[src/rtl/pts_tx_pkg.sv]
// Shared types and constants for the parallel-to-serial transmit controller.
// The serial line idles high, so the "empty" parallel word is all ones.
package pts_tx_pkg;

    typedef enum logic [1:0] {
        IDLE,
        LOAD,
        SHIFT,
        DONE
    } pts_tx_state_t;

    localparam int MAX_DATA_BITS = 32;

    localparam logic [MAX_DATA_BITS-1:0] IDLE_LINE = '1;

endpackage

[src/rtl/pts_bit_timer.sv]
// Bit-period timer: counts CLKS_PER_BIT-1 down to 0 while enabled, then reloads.
// rollover marks the last clock of each bit period.
module pts_bit_timer
    import pts_tx_pkg::*;
#(
    parameter int CLKS_PER_BIT = 4
) (
    input  logic clk,
    input  logic n_rst,
    input  logic clear,
    input  logic enable,
    output logic rollover
);

    localparam int CW = (CLKS_PER_BIT > 1) ? $clog2(CLKS_PER_BIT) : 1;
    localparam logic [CW-1:0] RELOAD = CW'(CLKS_PER_BIT - 1);

    logic [CW-1:0] count;

    // NOTE: sequential state uses non-blocking assignments so every register
    // samples the values from before the edge, independent of block ordering.
    always_ff @(posedge clk or negedge n_rst) begin
        if (!n_rst) begin
            count <= RELOAD;
        end else if (clear) begin
            count <= RELOAD;
        end else if (enable) begin
            count <= (count == '0) ? RELOAD : count - 1'b1;
        end
    end

    assign rollover = enable && (count == '0);

endmodule

[src/rtl/pts_tx_ctrl.sv]
// Transmit controller driving an external parallel-to-serial shifter (load/shift strobes).
// Optional abort input enabled by defining PTS_TX_CTRL_ABORT_EN.
module pts_tx_ctrl
    import pts_tx_pkg::*;
#(
    parameter int DATA_BITS    = 8,
    parameter int CLKS_PER_BIT = 4,
    parameter int SHIFT_MSB    = 1
) (
    input  logic                 clk,
    input  logic                 n_rst,
    input  logic                 tx_valid,
    input  logic [DATA_BITS-1:0] tx_data,
`ifdef PTS_TX_CTRL_ABORT_EN
    input  logic                 tx_abort,
`endif
    output logic                 tx_ready,
    output logic [DATA_BITS-1:0] pts_data,
    output logic                 load_enable,
    output logic                 shift_enable,
    output logic                 tx_busy,
    output logic                 tx_done
);

    localparam int CNT_W = $clog2(DATA_BITS + 1);
    localparam logic [CNT_W-1:0] LAST_BIT = CNT_W'(DATA_BITS - 1);
    localparam logic [DATA_BITS-1:0] IDLE_WORD = IDLE_LINE[DATA_BITS-1:0];

    // SHIFT_MSB belongs to the shifter; it is only range-checked here.
    if (DATA_BITS < 2 || DATA_BITS > MAX_DATA_BITS ||
        CLKS_PER_BIT < 1 || CLKS_PER_BIT > 1024 ||
        (SHIFT_MSB != 0 && SHIFT_MSB != 1)) begin : g_bad_param
        $error("pts_tx_ctrl: parameter out of legal range");
    end

    pts_tx_state_t    state;
    logic [CNT_W-1:0] bit_cnt;
    logic             timer_run;
    logic             rollover;
`ifdef PTS_TX_CTRL_ABORT_EN
    logic             abort_pend;
`endif

    // Timer sits at reload outside LOAD/SHIFT so cycle L starts a fresh bit period.
    assign timer_run = (state == LOAD) || (state == SHIFT);

    pts_bit_timer #(
        .CLKS_PER_BIT(CLKS_PER_BIT)
    ) u_bit_timer (
        .clk     (clk),
        .n_rst   (n_rst),
        .clear   (!timer_run),
        .enable  (timer_run),
        .rollover(rollover)
    );

    always_ff @(posedge clk or negedge n_rst) begin
        if (!n_rst) begin
            state        <= IDLE;
            bit_cnt      <= '0;
            pts_data     <= IDLE_WORD;
            tx_ready     <= 1'b1;
            load_enable  <= 1'b0;
            shift_enable <= 1'b0;
            tx_busy      <= 1'b0;
            tx_done      <= 1'b0;
`ifdef PTS_TX_CTRL_ABORT_EN
            abort_pend   <= 1'b0;
`endif
        end else begin
            load_enable  <= 1'b0;
            shift_enable <= 1'b0;
            tx_done      <= 1'b0;
            case (state)
                IDLE: begin
                    if (tx_valid) begin
                        pts_data    <= tx_data;
                        bit_cnt     <= '0;
                        load_enable <= 1'b1;
                        tx_ready    <= 1'b0;
                        tx_busy     <= 1'b1;
                        state       <= LOAD;
                    end
                end
                LOAD, SHIFT: begin
`ifdef PTS_TX_CTRL_ABORT_EN
                    if (abort_pend) begin
                        abort_pend <= 1'b0;
                        tx_ready   <= 1'b1;
                        tx_busy    <= 1'b0;
                        state      <= IDLE;
                    end else if (tx_abort) begin
                        // Reload the idle line into the shifter, then drop back to IDLE.
                        pts_data    <= IDLE_WORD;
                        load_enable <= 1'b1;
                        abort_pend  <= 1'b1;
                        state       <= LOAD;
                    end else
`endif
                    if (rollover) begin
                        if (bit_cnt == LAST_BIT) begin
                            tx_done <= 1'b1;
                            state   <= DONE;
                        end else begin
                            bit_cnt      <= bit_cnt + 1'b1;
                            shift_enable <= 1'b1;
                            state        <= SHIFT;
                        end
                    end else begin
                        state <= SHIFT;
                    end
                end
                DONE: begin
                    tx_ready <= 1'b1;
                    tx_busy  <= 1'b0;
                    state    <= IDLE;
                end
                default: begin
                    state <= IDLE;
                end
            endcase
        end
    end

endmodule

[config.mk]
export PLATFORM = sky130hd
export DESIGN_NAME = pts_tx_ctrl
export DESIGN_NICKNAME = d
export VERILOG_FILES = /design/src/rtl/pts_tx_pkg.sv /design/src/rtl/pts_bit_timer.sv /design/src/rtl/pts_tx_ctrl.sv
export SDC_FILE = /design/constraint.sdc
export NUM_CORES = 1
export LEC_CHECK = 0
export BUFFER_PORTS_ARGS = -buffer_cell sky130_fd_sc_hd__buf_2
export CAP_MARGIN = 5
export CORE_MARGIN = 2
export CORE_UTILIZATION = 50
export DETAILED_ROUTE_END_ITERATION = 10
export GPL_ROUTABILITY_DRIVEN = 0
export PLACE_DENSITY_LB_ADDON = 0.25
export SYNTH_ARGS = -nofsm -noshare
export SYNTH_HDL_FRONTEND = slang
export SYNTH_SLANG_ARGS = --single-unit
[constraint.sdc]
create_clock -name clk -period 2.4 [get_ports clk]
set_input_delay 0.6 -clock clk [delete_from_list [all_inputs] [get_ports clk]]
set_output_delay 0.6 -clock clk [all_outputs]
set_load 0.05 [all_outputs]
Yosys cells after proc, flatten, opt, wreduce, memory -nomap -nowiden
Index checks and enable logic that the tools add are counted.
- register bits: 21
- bits of input ports: 11
- output and inout bits: 13
- word-level logic and storage cells: 50
- add/sub/neg operators: 2
- equality and inequality tests: 7
- multiplexer cells: 22
- reductions and logical operators: 10
- operators with widths (operator ; number):
    4-bit 2-to-1 mux ; 3
    1-bit 2-to-1 mux ; 11
    2-bit 2-to-1 mux ; 4
    4-bit one-hot mux with 2 select lines ; 1
    2-bit inequality test (second input constant) ; 3
    2-bit one-hot mux with 3 select lines ; 1
    4-bit by 1-bit adder with 4-bit output (second input constant) ; 1
    2-bit equality test (second input constant) ; 2
    4-bit by 3-bit equality test with 1-bit output (second input constant) ; 1
    2-bit zero test ; 2
    1-bit one-hot mux with 2 select lines ; 2
    2-bit AND reduction ; 2
    4-bit AND reduction ; 1
    2-bit nonzero test ; 2
    2-bit by 1-bit equality test with 1-bit output (second input constant) ; 1
    2-bit OR reduction ; 1
    2-bit by 1-bit subtractor with 2-bit output (second input constant) ; 1
    1-bit logical AND ; 1
    1-bit logical OR ; 1

Logic depth before layout (Yosys ltp)
Gate-level depths: netlist of the first run.
- depth after elaboration: 5
- gate-level depth with buffers: 6
- gate-level depth less buffers: 5

Hierarchy
From an unflattened synthesis of the first run, not the netlist that was laid out.
- cells, all modules: 90
- area, all modules: 998.5 um^2
- by module, submodules not included (module ; times used ; cells each ; area each (um^2) ; seq. area each (um^2)):
    pts_tx_ctrl ; 1 ; 78 ; 879.6 ; 486.7
    pts_bit_timer ; 1 ; 12 ; 118.9 ; 52.6

Worst setup path after synthesis of the first run
Ideal clock, no wire load.
- path kind: register to register
- start: register state[1]
- end: register bit_cnt[3]
- library setup time: 0.069 ns
- arrival: 1.577 ns
- data required time: 2.331 ns
- path slack: 0.754 ns
- cell stages (with the launch flop): 7
- path buffers: 1
- clock period less this slack: 1.646 ns
- cell sequence: dfrtp_1 -> inv_1 -> ha_1 -> buf_4 -> or3b_1 -> or4_1 -> nand3_1
- word-level cells in the longest chain between the ends: 5
- elaborated cells between the ends (all ways): 12
- classes of those cells: eq/ne: 5; mux: 1; reduce/logical: 6
- ends and longest elaborated chain (what ; line ; source):
    start, declared ; pts_tx_ctrl.sv:36 ; pts_tx_state_t state;
    start signal, assigned ; pts_tx_ctrl.sv:59 ; state <= IDLE;
    start signal, assigned ; pts_tx_ctrl.sv:82 ; state <= LOAD;
    start signal, assigned ; pts_tx_ctrl.sv:103 ; state <= DONE;
    2-bit by 1-bit equality test with 1-bit output / 2-bit equality test (equally long branches) ; pts_tx_ctrl.sv:45, pts_tx_ctrl.sv:74 ;
    1-bit logical OR ; pts_tx_ctrl.sv:45 ; assign timer_run = (state == LOAD) || (state == SHIFT);
    1-bit logical AND ; pts_bit_timer.sv:32 ; assign rollover = enable && (count == '0);
    2-bit inequality test (no line) ; n/a ;
    4-bit AND reduction (no line) ; n/a ;
    end signal, assigned ; pts_tx_ctrl.sv:105 ; bit_cnt <= bit_cnt + 1'b1;
    end, declared ; pts_tx_ctrl.sv:37 ; logic [CNT_W-1:0] bit_cnt;
Several ways; a longest one is shown, not always the timed one.
A chain may end at the register's enable or synchronous reset.

Worst setup path after layout of the first run
Same ends and word-level chain as after synthesis.

==> impl_metrics.tcl, run 1 <==
set metrics [dict create \
    coreArea_um2 1750 \
    outcome "completed" \
    dp_hpwl_mm 1.18 \
    synth_fp_nets 93 \
    r2r_cells 5 \
    dp_slack_ps 656 \
    ys_seq_area_frac 0.569 \
    setup_tns_ps 0 \
    final_cell_area_um2 1110 \
    cts_buffers 3 \
    grt_pass1_vias 558 \
    die_h_um 47.5 \
    grt_max_degree 22 \
    final_net_count 119 \
    cts_setup_buffers 0 \
    synthToLayoutAreaGrowth_pct 17.0 \
    groute.usage.overall 0.158 \
    ys_warn_count 0 \
    hold_path_class "in2async" \
    r2r_start "state[1]" \
    period_minus_slack_ps 1760 \
    relSlewSlack 0.646 \
    port_buffers 23 \
    finalMaxSlewViolations 0 \
    grt_pass1_wl_mm 2.37 \
    placementRows 15 \
    die_w_um 47.5 \
    dr.first_iter.drc_count 8 \
    syn-instance-count 77 \
    finalCritPeriodShare 0.731 \
    yosysUniqueCellTypes 28 \
    antenna_found_initial 0 \
    clkSlewWorstSetupHoldPaths_ps 110 \
    start_kind "register" \
    wirelength_mm 1.56 \
    cts-root-buf "clkbuf_4" \
    path_class "reg2reg" \
    postSynthAreaPerCell_um2 12.3 \
    setup-violations-final 0 \
    final.setup_skew_ps 1.56 \
    required_ps 2650 \
    num_antenna_cells 0 \
    worstPathMaxFanout 8 \
    syn_area_um2 947 \
    drc_errors 0 \
    gr-total-overflow 0 \
    first_pass_iters 4 \
    timing.fmax_ghz 0.570 \
    hold_violations 0 \
    maxCapViolCount 0 \
    clk-insertion-delay-late_ps 310 \
    fill_cells 142 \
    vias_per_cell 5.10 \
    clock_sinks 21 \
    drive_gt1_frac 0.461 \
    power.density_nw_per_um2 1550 \
    worst_setup_path_end_kind "register" \
    regArea_um2 539 \
    ff2ff_setup_slack_ps 640 \
    hold-worst-slack_ps 218 \
    hold_buffers 0 \
    wl_per_cell_um 12.3 \
    ir_drop_mv 0.616 \
    multi_input_area_um2 373 \
    finalPower_mw 1.72 \
    ys_ff_latch 21 \
    arrival_ps 2010 \
    rsz0062_at_grt "no" \
    clockBufferDepth 2 \
    cts_max_level 1 \
    vias 648 \
    power.leakage_nw 0.545 \
    layout_setup_ws_ps 645 \
    reg2reg_to "bit_cnt[3]" \
    start_util 0.543 \
    antenna_left 0 \
    place_area_um2 1080 \
    ctsResizeCount 0 \
    dieArea_um2 2260 \
    tritoncts "yes" \
    worstMarginPinSlew_ps 529 \
    design.portCount 24 \
]
[layer usage]
layer	track usage	part of all wire	wire length (um)
met1	0.212	0.47	739
met2	0.224	0.45	709
met3	0.0340	0.043	68
met4	0.117	0.030	47
met5	0	0	0
[registers in the layout, indices dropped and copies added, names as in the netlist]
name,flops
shift_enable,1
pts_data,8
state,2
tx_busy,1
u_bit_timer.count,2
bit_cnt,4
tx_done,1
tx_ready,1
load_enable,1
[synth_stat cells, drive strengths merged]
cell type	instances	share of area
a211o	1	0.0092
nand2b	1	0.0066
a31oi	1	0.0066
dfstp	11	0.31
o221ai	1	0.0092
buf	2	0.013
nor3	1	0.0053
mux2	9	0.11
or4	1	0.0079
nand3b	2	0.016
o32a	1	0.011
nor2b	1	0.0066
nand3	3	0.016
nor3b	2	0.016
o21ai	3	0.016
or3b	1	0.0092
nand2	5	0.020
a22o	1	0.0092
dfrtp	10	0.26
ha	5	0.066
and3b	1	0.0092
a21oi	2	0.011
mux2i	1	0.011
a21boi	1	0.0079
inv	6	0.024
nor2	3	0.012
or3	1	0.0066
[cells by family (layout without fill, tap and decap cells)]
kind of cell | Yosys count | after routing | share of synthesized area
DFF | 21 | 21 | 0.569
buffers and inverters | 8 | 33 | 0.0370
muxes | 10 | 10 | 0.118
and+or+nand+nor | 22 | 22 | 0.131
AOI/OAI and AO/OA | 11 | 11 | 0.0793
adders and majority gates | 5 | 5 | 0.0661
[worst max path at each step]
| stage | startpoint | depth (start not counted) | slack (ps) | endpoint |
|---|---|---|---|---|
| final | state[1] | 5 | 640 | bit_cnt[3] |
| after global routing | state[1] | 5 | 510 | bit_cnt[3] |
| after floorplan | state[1] | 6 | 750 | bit_cnt[3] |
| after global placement | state[1] | 5 | 710 | bit_cnt[3] |
| after CTS | state[1] | 5 | 630 | bit_cnt[3] |
| after detailed placement | state[1] | 5 | 660 | bit_cnt[3] |
[cell type report]
| type | instances | share of cell area |
|---|---|---|
| inverters | 6 | 0.0203 |
| repair buffers | 23 | 0.104 |
| clock buffers | 3 | 0.0203 |
| clock inverters | 1 | 0.00451 |
| well taps | 25 | 0.0282 |
| flip-flops and latches | 21 | 0.486 |
| multi-input cells | 48 | 0.336 |
[power by group]
group          internal (mW)  total, mW  switching, mW  leakage (nW)
sequential             0.566      0.640         0.0738         0.243
combinational          0.295      0.908          0.613         0.284
clock                 0.0624      0.168          0.105        0.0177
[stage by stage]
| step | instances | util |
|---|---|---|
| 3_3_place_gp | 123 | 0.619 |
| 4_1_cts | 127 | 0.635 |
| 5_1_grt | 127 | 0.635 |
| 6_report | 127 | 0.635 |
| 2_1_floorplan | 77 | - |
| 3_5_place_dp | 123 | 0.619 |
[cell usage in the layout (no fill, tap or decap), drive strengths merged, types with 2 or more instances in the layout]
master,count
dfstp,11
nand3b,2
nor2,3
ha,5
clkbuf,3
dfrtp,10
mux2,9
buf,23
inv,6
o21ai,3
nand2,5
a21oi,2
nor3b,2
nand3,3
[critical path, cell delays in order (launching register included)]
cell	delay, ps
dfrtp_1	380
inv_1	60
ha_1	420
or3b_1	360
or4_1	390
nand3_1	90
(Power assumes the default switching activity.)
==> run 2, diff against run 1 <==
--- a/config.mk
+++ b/config.mk
@@ -5,10 +5,11 @@
 export SDC_FILE = /design/constraint.sdc
 export NUM_CORES = 1
 export LEC_CHECK = 0
+export ABC_AREA = 1
 export BUFFER_PORTS_ARGS = -buffer_cell sky130_fd_sc_hd__buf_2
 export CAP_MARGIN = 5
 export CORE_MARGIN = 2
-export CORE_UTILIZATION = 50
+export CORE_UTILIZATION = 46
 export DETAILED_ROUTE_END_ITERATION = 10
 export GPL_ROUTABILITY_DRIVEN = 0
 export PLACE_DENSITY_LB_ADDON = 0.25
==> constraint.sdc (replaced) <==
create_clock -name clk -period 1.4 [get_ports clk]
set_input_delay 0.35 -clock clk [delete_from_list [all_inputs] [get_ports clk]]
set_output_delay 0.35 -clock clk [all_outputs]
set_load 0.05 [all_outputs]
==> run 2 against run 1 <==
Net effect: hold slack gained 9.6 ps; non-clock buffer count grew 4; cell count grew 35%; largest cell class unchanged; critical path type is now reg2out.
==> impl_metrics.tcl, run 2 <==
set metrics [dict create \
    cts_max_level 1 \
    hold_depth 3 \
    synth_xor_area_frac 0 \
    start_util 0.494 \
    syn_area_um2 990 \
    ys_seq_area_frac 0.545 \
    min_delay_worst_endpoint "pts_data[4]" \
    wl_per_cell_um 11.0 \
    dp_hpwl_mm 1.38 \
    largest_register_ffs 8 \
    start_kind "register" \
    worstPathMaxFanout 2 \
    vias 787 \
    clock_sinks 21 \
    outcome "completed" \
    dp_cells 166 \
    final_net_count 161 \
    power.leakage_nw 0.691 \
    synth_simple_gate_area_frac 0.317 \
    required_ps 1050 \
    ir_drop_mv 1.93 \
    final.setup_skew_ps 4.08 \
    synth_adder_area_share 0.0632 \
    setup-violations-final 0 \
    p_int_mw 1.81 \
    placementRows 16 \
    drive_gt1_frac 0.403 \
    grt_pass1_vias 801 \
    grt_pass1_wl_mm 3.24 \
    r2r_start "state[1]" \
    r2r_cells 9 \
    final_common_cell "nand2_1" \
    first_pass_iters 4 \
    synth_fp_nets 129 \
    synth_flop_cell "dfstp_2" \
    hold_path_class "in2reg" \
    path_cells "buf_8" \
    dieArea_um2 2540 \
    port_buffers 23 \
    maxCapViolCount 0 \
    muxShareOfSynthArea 0 \
    synth-compound-area-share 0.0177 \
    antenna_found_initial 0 \
    reg2reg_to "bit_cnt[3]" \
    rsz0062_at_grt "yes" \
    largestRegisters "pts_data x8, bit_cnt x4" \
    timing.fmax_ghz 0.732 \
    instances_no_fill 171 \
    cp_top_family "flip-flops" \
    critPathMaxStageDelay_ps 570 \
    cts_setup_buffers 0 \
    swShare 0.477 \
    finalMaxSlewViolations 0 \
    drc_errors 0 \
    synth_common_cells "nand2_1, inv_1, dfstp_2, dfrtp_1, nor2_1" \
    vias_per_cell 4.60 \
    ys_ff_latch 21 \
    switching_power_mw 1.65 \
    cts_buffers 3 \
    worstMarginPinSlew_ps 443 \
    clkSlewWorstSetupHoldPaths_ps 110 \
    die_w_um 50.4 \
    synth_area_leader_cell "dfstp_2" \
    synth_edf_count 0 \
    pwr-share-clk 0.083 \
    ff2ff_setup_slack_ps 60 \
    power.density_nw_per_um2 2690 \
    cts-root-buf "clkbuf_4" \
    grt_max_degree 22 \
    synthArstFlopShare 1.00 \
    cp_slowest_cell "dfstp_2" \
    crit_buf_inv 1 \
    post-synth-top-count-cell "nand2_1" \
    clk-insertion-delay-late_ps 300 \
    synth_top_family_by_area "simple AND/OR/NAND/NOR gates" \
    power_frac_comb 0.594 \
    num_antenna_cells 0 \
    setup_tns_ps 0 \
    hp-start "tx_data[4]" \
    gr-total-overflow 0 \
    antenna_left 0 \
    finalCritPeriodShare 0.976 \
    wirelength_mm 1.88 \
    synth_top_cell_area_share 0.292 \
    dr.first_iter.drc_count 5 \
    hold_violations 0 \
    arrival_ps 1020 \
    die_h_um 50.4 \
    clockBufferDepth 2 \
    synthToLayoutAreaGrowth_pct 30.1 \
    yosysUniqueCellTypes 19 \
    path_class "reg2out" \
    coreArea_um2 2000 \
    ys_warn_count 0 \
    period_minus_slack_ps 1370 \
    design.portCount 24 \
    syn-instance-count 113 \
    synthTopCellsByArea "dfstp_2, dfrtp_1, nand2_1, ha_1, inv_1" \
    pwr-share-seq 0.324 \
    tritoncts "yes" \
    postSynthAreaPerCell_um2 8.76 \
    top_register "pts_data" \
    mostFrequentLayoutCells "nand2_1, buf_2, dfstp_2, inv_1, dfrtp_1" \
    groute.usage.overall 0.170 \
    worst_setup_path_end_kind "primary output" \
    relSlewSlack 0.705 \
]
run 2: cell count changes after synthesis, sizes merged, moves of 2 or more:
cell | before | now
nand2 | 5 | 51
nand3 | 3 | 5
inv | 6 | 14
buf | 2 | 0
mux2 | 9 | 0
nor2 | 3 | 9
a21oi | 2 | 0
nand3b | 2 | 0
run 2: layout make-up:
class | instances | area [um^2]
inverters | 15 | 58.8
fillers | 165 | 714
clock inverters | 1 | 5.00
multi-input cells | 77 | 417
clock buffers | 3 | 22.5
well taps | 27 | 33.8
repair buffers | 27 | 211
flip-flops and latches | 21 | 539
run 2: how the worst max path moves through the flow:
stage / slack, ps / cells after the start / startpoint / to
floorplan: 70 / 9 / state[0] / bit_cnt[3]
global placement: 30 / 9 / state[1] / bit_cnt[3]
detailed placement: -70 / 9 / state[1] / bit_cnt[3]
global route: -20 / 9 / state[0] / bit_cnt[3]
CTS: 1 / 1 / pts_data[0] / pts_data[0]
finish: 30 / 1 / tx_ready / tx_ready
run 2: power groups by stage:
| stage | clock network [mW] | registers [mW] | logic (mW) |
|---|---|---|---|
| 3_5_place_dp | 0 | 1.09 | 1.74 |
| 3_3_place_gp | 0 | 1.08 | 1.71 |
| 2_1_floorplan | 0 | 1.63 | 0.813 |
| 6_report | 0.286 | 1.12 | 2.05 |
| 4_1_cts | 0.300 | 1.10 | 1.92 |
| 5_1_grt | 0.331 | 1.15 | 2.25 |
run 2: metal layers:
| metal | vias up | share of wire | GRT usage |
|---|---|---|---|
| met5 | - | 0 | 0 |
| met4 | 0 | 0.011 | 0.0811 |
| met3 | 2 | 0.052 | 0.0298 |
| met2 | 24 | 0.49 | 0.298 |
| met1 | 356 | 0.45 | 0.202 |
| li1 | 405 | - | - |
run 2: repair_timing:
item / CTS / global route
resized for setup: 16 / 12
pin swaps: 0 / 2
hold buffers: 1 / 0
setup endpoints to repair: 13 / 12
endpoints found under the hold margin: 10 / 0
run 2: logic make-up (layout without fill, tap and decap cells):
| logic type | after synthesis | after routing |
|---|---|---|
| simple gates | 69 | 69 |
| buf+inv | 15 | 46 |
| compound gates | 3 | 3 |
| flops | 21 | 21 |
| fa+ha+maj | 5 | 5 |
run 2: stage by stage:
stage	utilization	instance area [um^2]	worst slack, ps	power (mW)	hold slack (ps)
final	0.643	1290	33.8	3.46	228
after global routing	0.643	1290	-20.5	3.74	229
after CTS	0.626	1250	1.23	3.32	217
after detailed placement	0.580	1160	-70.9	2.83	322
after global placement	0.580	1160	25.4	2.78	323
after floorplan	-	990	74.6	2.44	54.4
